## config.mk

```make
export PLATFORM = sky130hd
export DESIGN_NAME = or1200_vlx_pack
export DESIGN_NICKNAME = d
export VERILOG_FILES = /design/src/rtl/or1200_vlx_pack.sv
export SDC_FILE = /design/constraint.sdc
export NUM_CORES = 1
export LEC_CHECK = 0
export BUFFER_PORTS_ARGS = -buffer_cell sky130_fd_sc_hd__buf_2
export CORE_ASPECT_RATIO = 1.25
export CORE_MARGIN = 3
export CORE_UTILIZATION = 46
export CTS_BUF_LIST = sky130_fd_sc_hd__clkbuf_16
export CTS_CLUSTER_DIAMETER = 60
export DETAILED_ROUTE_END_ITERATION = 7
export GPL_TIMING_DRIVEN = 0
export PLACE_DENSITY = 0.65
export SYNTH_ARGS = -nofsm -noshare
export SYNTH_HDL_FRONTEND = slang
export SYNTH_SLANG_ARGS = --single-unit
```

## constraint.sdc

```tcl
create_clock -name clk_i -period 4.3 [get_ports clk_i]
set_clock_uncertainty 0.2 [all_clocks]
set_input_delay 0.645 -clock clk_i [delete_from_list [all_inputs] [get_ports clk_i]]
set_output_delay 0.645 -clock clk_i [all_outputs]
set_load 0.01 [all_outputs]
```

## src/rtl/or1200_vlx_pack.sv

```systemverilog
`default_nettype none
// +----------------------------------------------------------------------------+
// | Module   : or1200_vlx_pack                                                 |
// | Function : l.vlx variable-length code packer; emits a byte stream to memory|
// |            with 0x00 stuffing after every 0xFF byte and 1-padded flush.    |
// | Revision : 1.0  initial release                                            |
// +----------------------------------------------------------------------------+
module or1200_vlx_pack #(
  parameter int ADDR_W = 32
) (
  input  logic              clk_i,
  input  logic              rst_i,
  input  logic              set_i,
  input  logic [15:0]       value_i,
  input  logic [4:0]        len_i,
  input  logic              flush_i,
  input  logic              base_load_i,
  input  logic [ADDR_W-1:0] base_addr_i,
  output logic              stall_o,
  output logic              wr_req_o,
  output logic [ADDR_W-1:0] wr_addr_o,
  output logic [7:0]        wr_data_o,
  input  logic              wr_ack_i,
  output logic [5:0]        bit_cnt_o
);

  typedef enum logic [1:0] {
    S_IDLE  = 2'd0,
    S_EMIT  = 2'd1,
    S_STUFF = 2'd2,
    S_PAD   = 2'd3
  } state_t;

  state_t            r_state, w_state_nxt;
  logic [31:0]       r_buf, w_buf_nxt;
  logic [5:0]        r_cnt, w_cnt_nxt;
  logic              r_pend, w_pend_nxt;
  logic [ADDR_W-1:0] r_addr, w_addr_nxt;
  logic              r_stall, r_wr_req;

  logic [4:0]  w_len;
  logic [15:0] w_mask;
  logic [31:0] w_set_buf;
  logic [5:0]  w_set_cnt;
  logic [5:0]  w_cnt_m8;
  logic [7:0]  w_byte;
  logic [31:0] w_pad_buf;
  logic        w_flush;

  assign w_len     = (len_i > 5'd16) ? 5'd16 : len_i;
  assign w_mask    = 16'hFFFF >> (5'd16 - w_len);
  assign w_set_buf = (r_buf << w_len) | {16'd0, value_i & w_mask};
  assign w_set_cnt = r_cnt + {1'b0, w_len};
  assign w_cnt_m8  = r_cnt - 6'd8;
  assign w_byte    = 8'(r_buf >> w_cnt_m8);
  // Pad with (8-cnt) ones; cnt is 1..7 whenever PAD is entered.
  assign w_pad_buf = (r_buf << (6'd8 - r_cnt)) | (32'hFF >> r_cnt);
  assign w_flush   = flush_i | r_pend;

  always_comb begin
    w_state_nxt = r_state;
    w_buf_nxt   = r_buf;
    w_cnt_nxt   = r_cnt;
    w_pend_nxt  = r_pend;
    w_addr_nxt  = r_addr;
    case (r_state)
      S_IDLE: begin
        if (base_load_i) w_addr_nxt = base_addr_i;
        if (set_i && (w_len != 5'd0)) begin
          w_buf_nxt = w_set_buf;
          w_cnt_nxt = w_set_cnt;
          if (w_flush) w_pend_nxt = 1'b1;
          if (w_set_cnt >= 6'd8) w_state_nxt = S_EMIT;
        end else if (w_flush) begin
          w_pend_nxt = 1'b0;
          if (r_cnt != 6'd0) w_state_nxt = S_PAD;
        end
      end
      S_EMIT: begin
        if (wr_ack_i) begin
          w_cnt_nxt  = w_cnt_m8;
          w_addr_nxt = r_addr + 1'b1;
          if (w_byte == 8'hFF)        w_state_nxt = S_STUFF;
          else if (w_cnt_m8 >= 6'd8)  w_state_nxt = S_EMIT;
          else                        w_state_nxt = S_IDLE;
        end
      end
      S_STUFF: begin
        if (wr_ack_i) begin
          w_addr_nxt  = r_addr + 1'b1;
          w_state_nxt = (r_cnt >= 6'd8) ? S_EMIT : S_IDLE;
        end
      end
      default: begin
        w_buf_nxt   = w_pad_buf;
        w_cnt_nxt   = 6'd8;
        w_state_nxt = S_EMIT;
      end
    endcase
  end

  always_ff @(posedge clk_i or negedge rst_i) begin
    if (!rst_i) begin
      r_state  <= S_IDLE;
      r_buf    <= 32'd0;
      r_cnt    <= 6'd0;
      r_pend   <= 1'b0;
      r_addr   <= '0;
      r_stall  <= 1'b0;
      r_wr_req <= 1'b0;
    end else begin
      r_state  <= w_state_nxt;
      r_buf    <= w_buf_nxt;
      r_cnt    <= w_cnt_nxt;
      r_pend   <= w_pend_nxt;
      r_addr   <= w_addr_nxt;
      r_stall  <= (w_state_nxt != S_IDLE);
      r_wr_req <= (w_state_nxt == S_EMIT) || (w_state_nxt == S_STUFF);
    end
  end

  always_comb begin
    wr_data_o = 8'h00;
    if (r_state == S_EMIT) wr_data_o = w_byte;
  end

  assign stall_o   = r_stall;
  assign wr_req_o  = r_wr_req;
  assign wr_addr_o = r_addr;
  assign bit_cnt_o = r_cnt;

endmodule
`default_nettype wire

```

### After elaboration in Yosys (flattened, before gate mapping)

Cells that the tools add are included.

* add/subtract/negate cells: 5
* $lt $le $gt $ge: 4
* equality and inequality tests: 9
* shift-type cells: 5
* multiplexer cells: 23
* bitwise logic cells: 6
* reductions and logical operators: 12

Operator list (number)
* 32-bit one-hot mux with 2 select lines: 2
* 32-bit 2-to-1 mux: 3
* 32-bit by 1-bit adder with 32-bit output (second input constant): 1
* 32-bit by 16-bit bitwise OR with 32-bit output: 1
* 32-bit bitwise OR: 1
* 32-bit by 5-bit left shift with 32-bit output: 1
* 32-bit by 6-bit left shift with 32-bit output: 1
* 32-bit by 6-bit right shift with 8-bit output: 1
* 8-bit by 6-bit right shift with 32-bit output (first input constant): 1
* 6-bit by 4-bit greater-or-equal comparator with 1-bit output (second input constant): 3
* 6-bit one-hot mux with 3 select lines: 1
* 16-bit bitwise AND: 1
* 16-bit by 5-bit right shift with 16-bit output (first input constant): 1
* 2-bit 2-to-1 mux: 7
* 6-bit 2-to-1 mux: 2
* 8-bit == test (second input constant): 1
* 8-bit 2-to-1 mux: 1
* 6-bit by 5-bit adder with 6-bit output: 1
* 2-bit != test (second input constant): 3
* 2-bit one-hot mux with 3 select lines: 1
* 3-bit AND reduction: 2
* 6-bit nonzero test: 1
* 4-bit by 6-bit subtractor with 6-bit output (first input constant): 1
* 6-bit by 4-bit subtractor with 6-bit output (second input constant): 1
* 16 further kinds: 25

* register bits after elaboration: 75
* word-level logic and storage cells: 71

### Depth between registers and ports, before layout

* depth in word-level cells: 9
* depth in mapped cells: 17

### Worst setup path after synthesis

Ideal clock, no wire load.

* path type: input-to-reg
* start point: in len_i[4]
* end point: reg r_wr_req (netlist: wr_req_o)
* arrival time: 3162 ps
* data required time: 3974 ps
* slack: 812 ps
* stages on the path: 16
* path buffers: 3
* path through: nand2b_1 > buf_6 > buf_12 > buf_2 > inv_1 > ha_1 > inv_1 > fa_1 > inv_1 > maj3_1 > a21oi_1 > xnor2_1 > o311ai_0 > and3_1 > o21a_1 > ha_1

* word-level cells in the longest chain between the ends: 9

Ends and longest elaborated chain
* start: declaration: RTL line 15 `input logic [4:0] len_i,`
* 5-bit greater-than comparator: RTL line 50 `assign w_len = (len_i > 5'd16) ? 5'd16 : len_i;`
* 5-bit 2-to-1 mux *: RTL line 50
* 6-bit by 5-bit adder with 6-bit output: RTL line 53 `assign w_set_cnt = r_cnt + {1'b0, w_len};`
* 6-bit by 4-bit greater-or-equal comparator with 1-bit output: RTL line 73 `if (w_set_cnt >= 6'd8) w_state_nxt = S_EMIT;`
* 2-bit 2-to-1 mux: RTL line 73
* 2-bit 2-to-1 mux *: RTL line 69 `if (set_i && (w_len != 5'd0)) begin`
* 2-bit one-hot mux with 3 select lines *: RTL line 66 `case (r_state)`
* 2-bit by 1-bit == test with 1-bit output / 2-bit == test (equally long branches): RTL line 118 `r_wr_req <= (w_state_nxt == S_EMIT) || (w_state_nxt == S_STUFF);`
* 1-bit logical OR *: RTL line 118
* end signal: assignment: RTL line 118
* end: declaration: RTL line 39 `logic r_stall, r_wr_req;`

Every way passes the cells marked *; elsewhere a longest branch is shown, timed or not.
A chain may end at the register's enable or synchronous reset.

### Worst setup path after layout

* start point: reg r_cnt[0] (netlist: bit_cnt_o[0])
* end point: reg r_buf[31]

* word-level cells in the longest chain between the ends: 4

Ends and longest elaborated chain
* start: declaration: RTL line 36 `logic [5:0] r_cnt, w_cnt_nxt;`
* start signal: assignment: RTL line 114 `r_cnt <= w_cnt_nxt;`
* 4-bit by 6-bit subtractor with 6-bit output: RTL line 57 `assign w_pad_buf = (r_buf << (6'd8 - r_cnt)) | (32'hFF >> r_cnt);`
* 32-bit by 6-bit left shift with 32-bit output: RTL line 57
* 32-bit bitwise OR *: RTL line 57
* 32-bit one-hot mux with 2 select lines *: RTL line 66
* end signal: assignment: RTL line 113 `r_buf <= w_buf_nxt;`
* end: declaration: RTL line 35 `logic [31:0] r_buf, w_buf_nxt;`

Marked as above.

==> results.py <==
metrics = {
    "synthesis": {
        "yosysSeqAreaShare_pct": 19.7,
        "synth_edf_count": 0,
        "synthTopCellsByArea": "dfrtp_1, mux4_2, mux2i_1, nand2_1, a21oi_1",
        "yosys.area.top_type": "dfrtp_1",
        "synth.distinct_cells": 76,
        "syn_avg_cell_area_um2": 8.17,
        "yosysWarnings": 0,
        "yosysMostFrequentCell": "nand2_1",
        "ys_ff_latch": 75,
        "syn_area_um2": 9540,
        "synth_cells": 1168,
        "async_flop_share_pct": 100,
        "synthFlopType": "dfrtp_1",
        "synth_top_area_share_pct": 19.7,
        "synth_nets": 1247,
        "ys_top_cells_by_count": "nand2_1, a21oi_1, o21ai_0",
    },
    "detailed_routing": {
        "ant_nets": 0,
        "route.vias.total": 10800,
        "drt-initial-drc-count": 1242,
        "wl_mm": 43.7,
        "drt_first_pass_iters": 6,
        "remaining_drc_errors": 0,
        "wire_per_inst_um": 28.0,
        "viasPerCell": 6.95,
    },
    "clocking": {
        "cts_tree": "done",
        "cts_setup_buffers": 0,
        "clkTransAtPathRegs_ns": 0.07,
        "htreeDepth": 3,
        "root_buffer": "clkbuf_16",
        "insertion_delay_ns": 0.35,
        "clk_path_buf_depth": 2,
        "numCtsBuffers": 9,
        "cts_sinks": 75,
    },
    "setup_path": {
        "crit_start": "bit_cnt_o[0]",
        "critical_path.startpoint_type": "flip-flop",
        "cp_data_required_time_ns": 4.34,
        "path_max_fanout": 10,
        "crit_arrival_ns": 4.17,
        "crit_type": "flip-flop to flip-flop",
        "cp-end-kind": "flip-flop",
        "r2r_cells": 15,
        "timing.rr.start": "bit_cnt_o[0]",
    },
    "place": {
        "place_congestion": 1.05,
        "hpwl_mm": 33.7,
        "portBuffers": 106,
        "post_dp_cell_area_um2": 10400,
    },
    "global_route": {
        "grt-ovfl-total": 0,
        "grt_usage_pct": 37.9,
        "grt_pass1_vias": 10200,
        "grt_antenna_before_repair": 0,
        "grt_first_pass_wirelength_mm": 65.0,
        "grt_max_degree": 67,
    },
    "floorplan": {
        "ios": 107,
        "row_count": 58,
        "dieArea_um2": 22500,
        "die_h_um": 167,
        "start_util_pct": 47.1,
        "fp.dieW_um": 135,
        "core_um2": 20200,
    },
    "run_status": {
        "outcome": "finished clean",
    },
    "timing": {
        "worst_hold_slack_ns": 0.301,
        "fin_crit_ns": 4.13,
        "maxSlewViolCount": 0,
        "fin_setup_tns_ns": 0,
        "maxSlewHeadroom_pct": 24.0,
        "timing.final.crit_share_pct": 96.1,
        "finalHoldViolations": 0,
        "worstMarginPinSlew_ns": 1.13,
        "setup_viol": 0,
        "max_freq_mhz": 242,
    },
    "hold_path": {
        "min_from": "r_pend",
        "holdPathStages": 2,
        "hold_path_class": "flip-flop to flip-flop",
    },
    "final_layout": {
        "final_area_um2": 10800,
        "fin_nets": 1364,
        "fillers": 1983,
        "syn_to_final_growth_pct": 13.1,
        "drive_gt1_share_pct": 19.4,
    },
    "run": {
        "cap_violations": 0,
    },
}
==> stage by stage <==
stage	setup slack, ns	util, %	cells
after floorplan	0.812	-	1168
after global placement	-0.758	51.4	1544
after detailed placement	-0.564	51.6	1545
after CTS	0.0874	53.1	1560
after global routing	-0.0130	53.3	1560
final	0.166	53.3	1561
==> worst max-delay path, cell delays in order (launching register included) <==
cell and delay, ns:
dfrtp_1 0.40, buf_6 0.19, buf_6 0.18, inv_2 0.06, buf_6 0.16, clkbuf_2 0.27
ha_1 0.42, buf_2 0.32, buf_2 0.34, mux4_2 0.37, mux2i_1 0.28, nand2_1 0.09
nand3_1 0.11, o21ai_0 0.15, o2bb2ai_1 0.20, mux2_2 0.28
==> cell families after synthesis <==
logic type / count (synthesis) / synth area share (%)
AO/OA/AOI/OAI: 363 / 24.4
XOR/XNOR: 13 / 1.19
adder cells (fa/ha/maj): 21 / 2.81
buffers and inverters: 159 / 7.79
flip-flops: 75 / 19.7
multiplexers: 155 / 25.6
AND/OR/NAND/NOR: 382 / 18.5
==> worst paths after layout <==
path / endpoint / slack [ns]
max in group asynchronous: r_buf[0] / 2.85
worst min register to register: r_pend / 0.30
worst min-delay path: r_pend / 0.30
worst max-delay path: r_buf[31] / 0.17
worst max register to register: r_buf[31] / 0.17
min in group asynchronous: wr_req_o / 0.47
==> layer usage <==
layer	global-route usage (%)	share of wire (%)
met1	48.9	37
met2	61.2	47
met3	6.47	9.7
met4	18.4	5.7
met5	0	0
==> final cells by class <==
type                       count  area (um2)  share of cell area [%]
clock inverter                 7        65.1                   0.603
timing repair buffer         108         571                    5.29
antenna                        1        2.50                  0.0232
multi-input combinational    934        6960                    64.6
sequential                    75        1880                    17.4
tap                          270         338                    3.13
clock buffer                   9         225                    2.09
buffer                       126         629                    5.83
inverter                      31         116                    1.08
==> placed cells by master (no fill, tap or decap), types with 26 or more instances in the layout <==
master / count
inv_1: 28
clkbuf_1: 72
nand3_1: 38
buf_2: 118
nand2_1: 159
o21ai_0: 78
a211oi_1: 26
mux2_2: 26
dfrtp_1: 75
mux4_2: 41
nor2_1: 74
a21oi_1: 111
mux2i_1: 66
==> registers in the layout, summed over array words and instances, names as in the netlist <==
name       count
r_state        2
wr_addr_o     32
bit_cnt_o      6
r_buf         32
r_pend         1
wr_req_o       1
stall_o        1
==> what timing repair did <==
item	CTS	global route
setup endpoints to repair	23	16
resized for setup	3	12
hold endpoints to repair	9	0
hold buffers	1	0
pin swaps	0	0
Power is left out: the tool's default activity adds up to more than one toggle a clock period on the data nets, which glitch-free logic cannot reach.
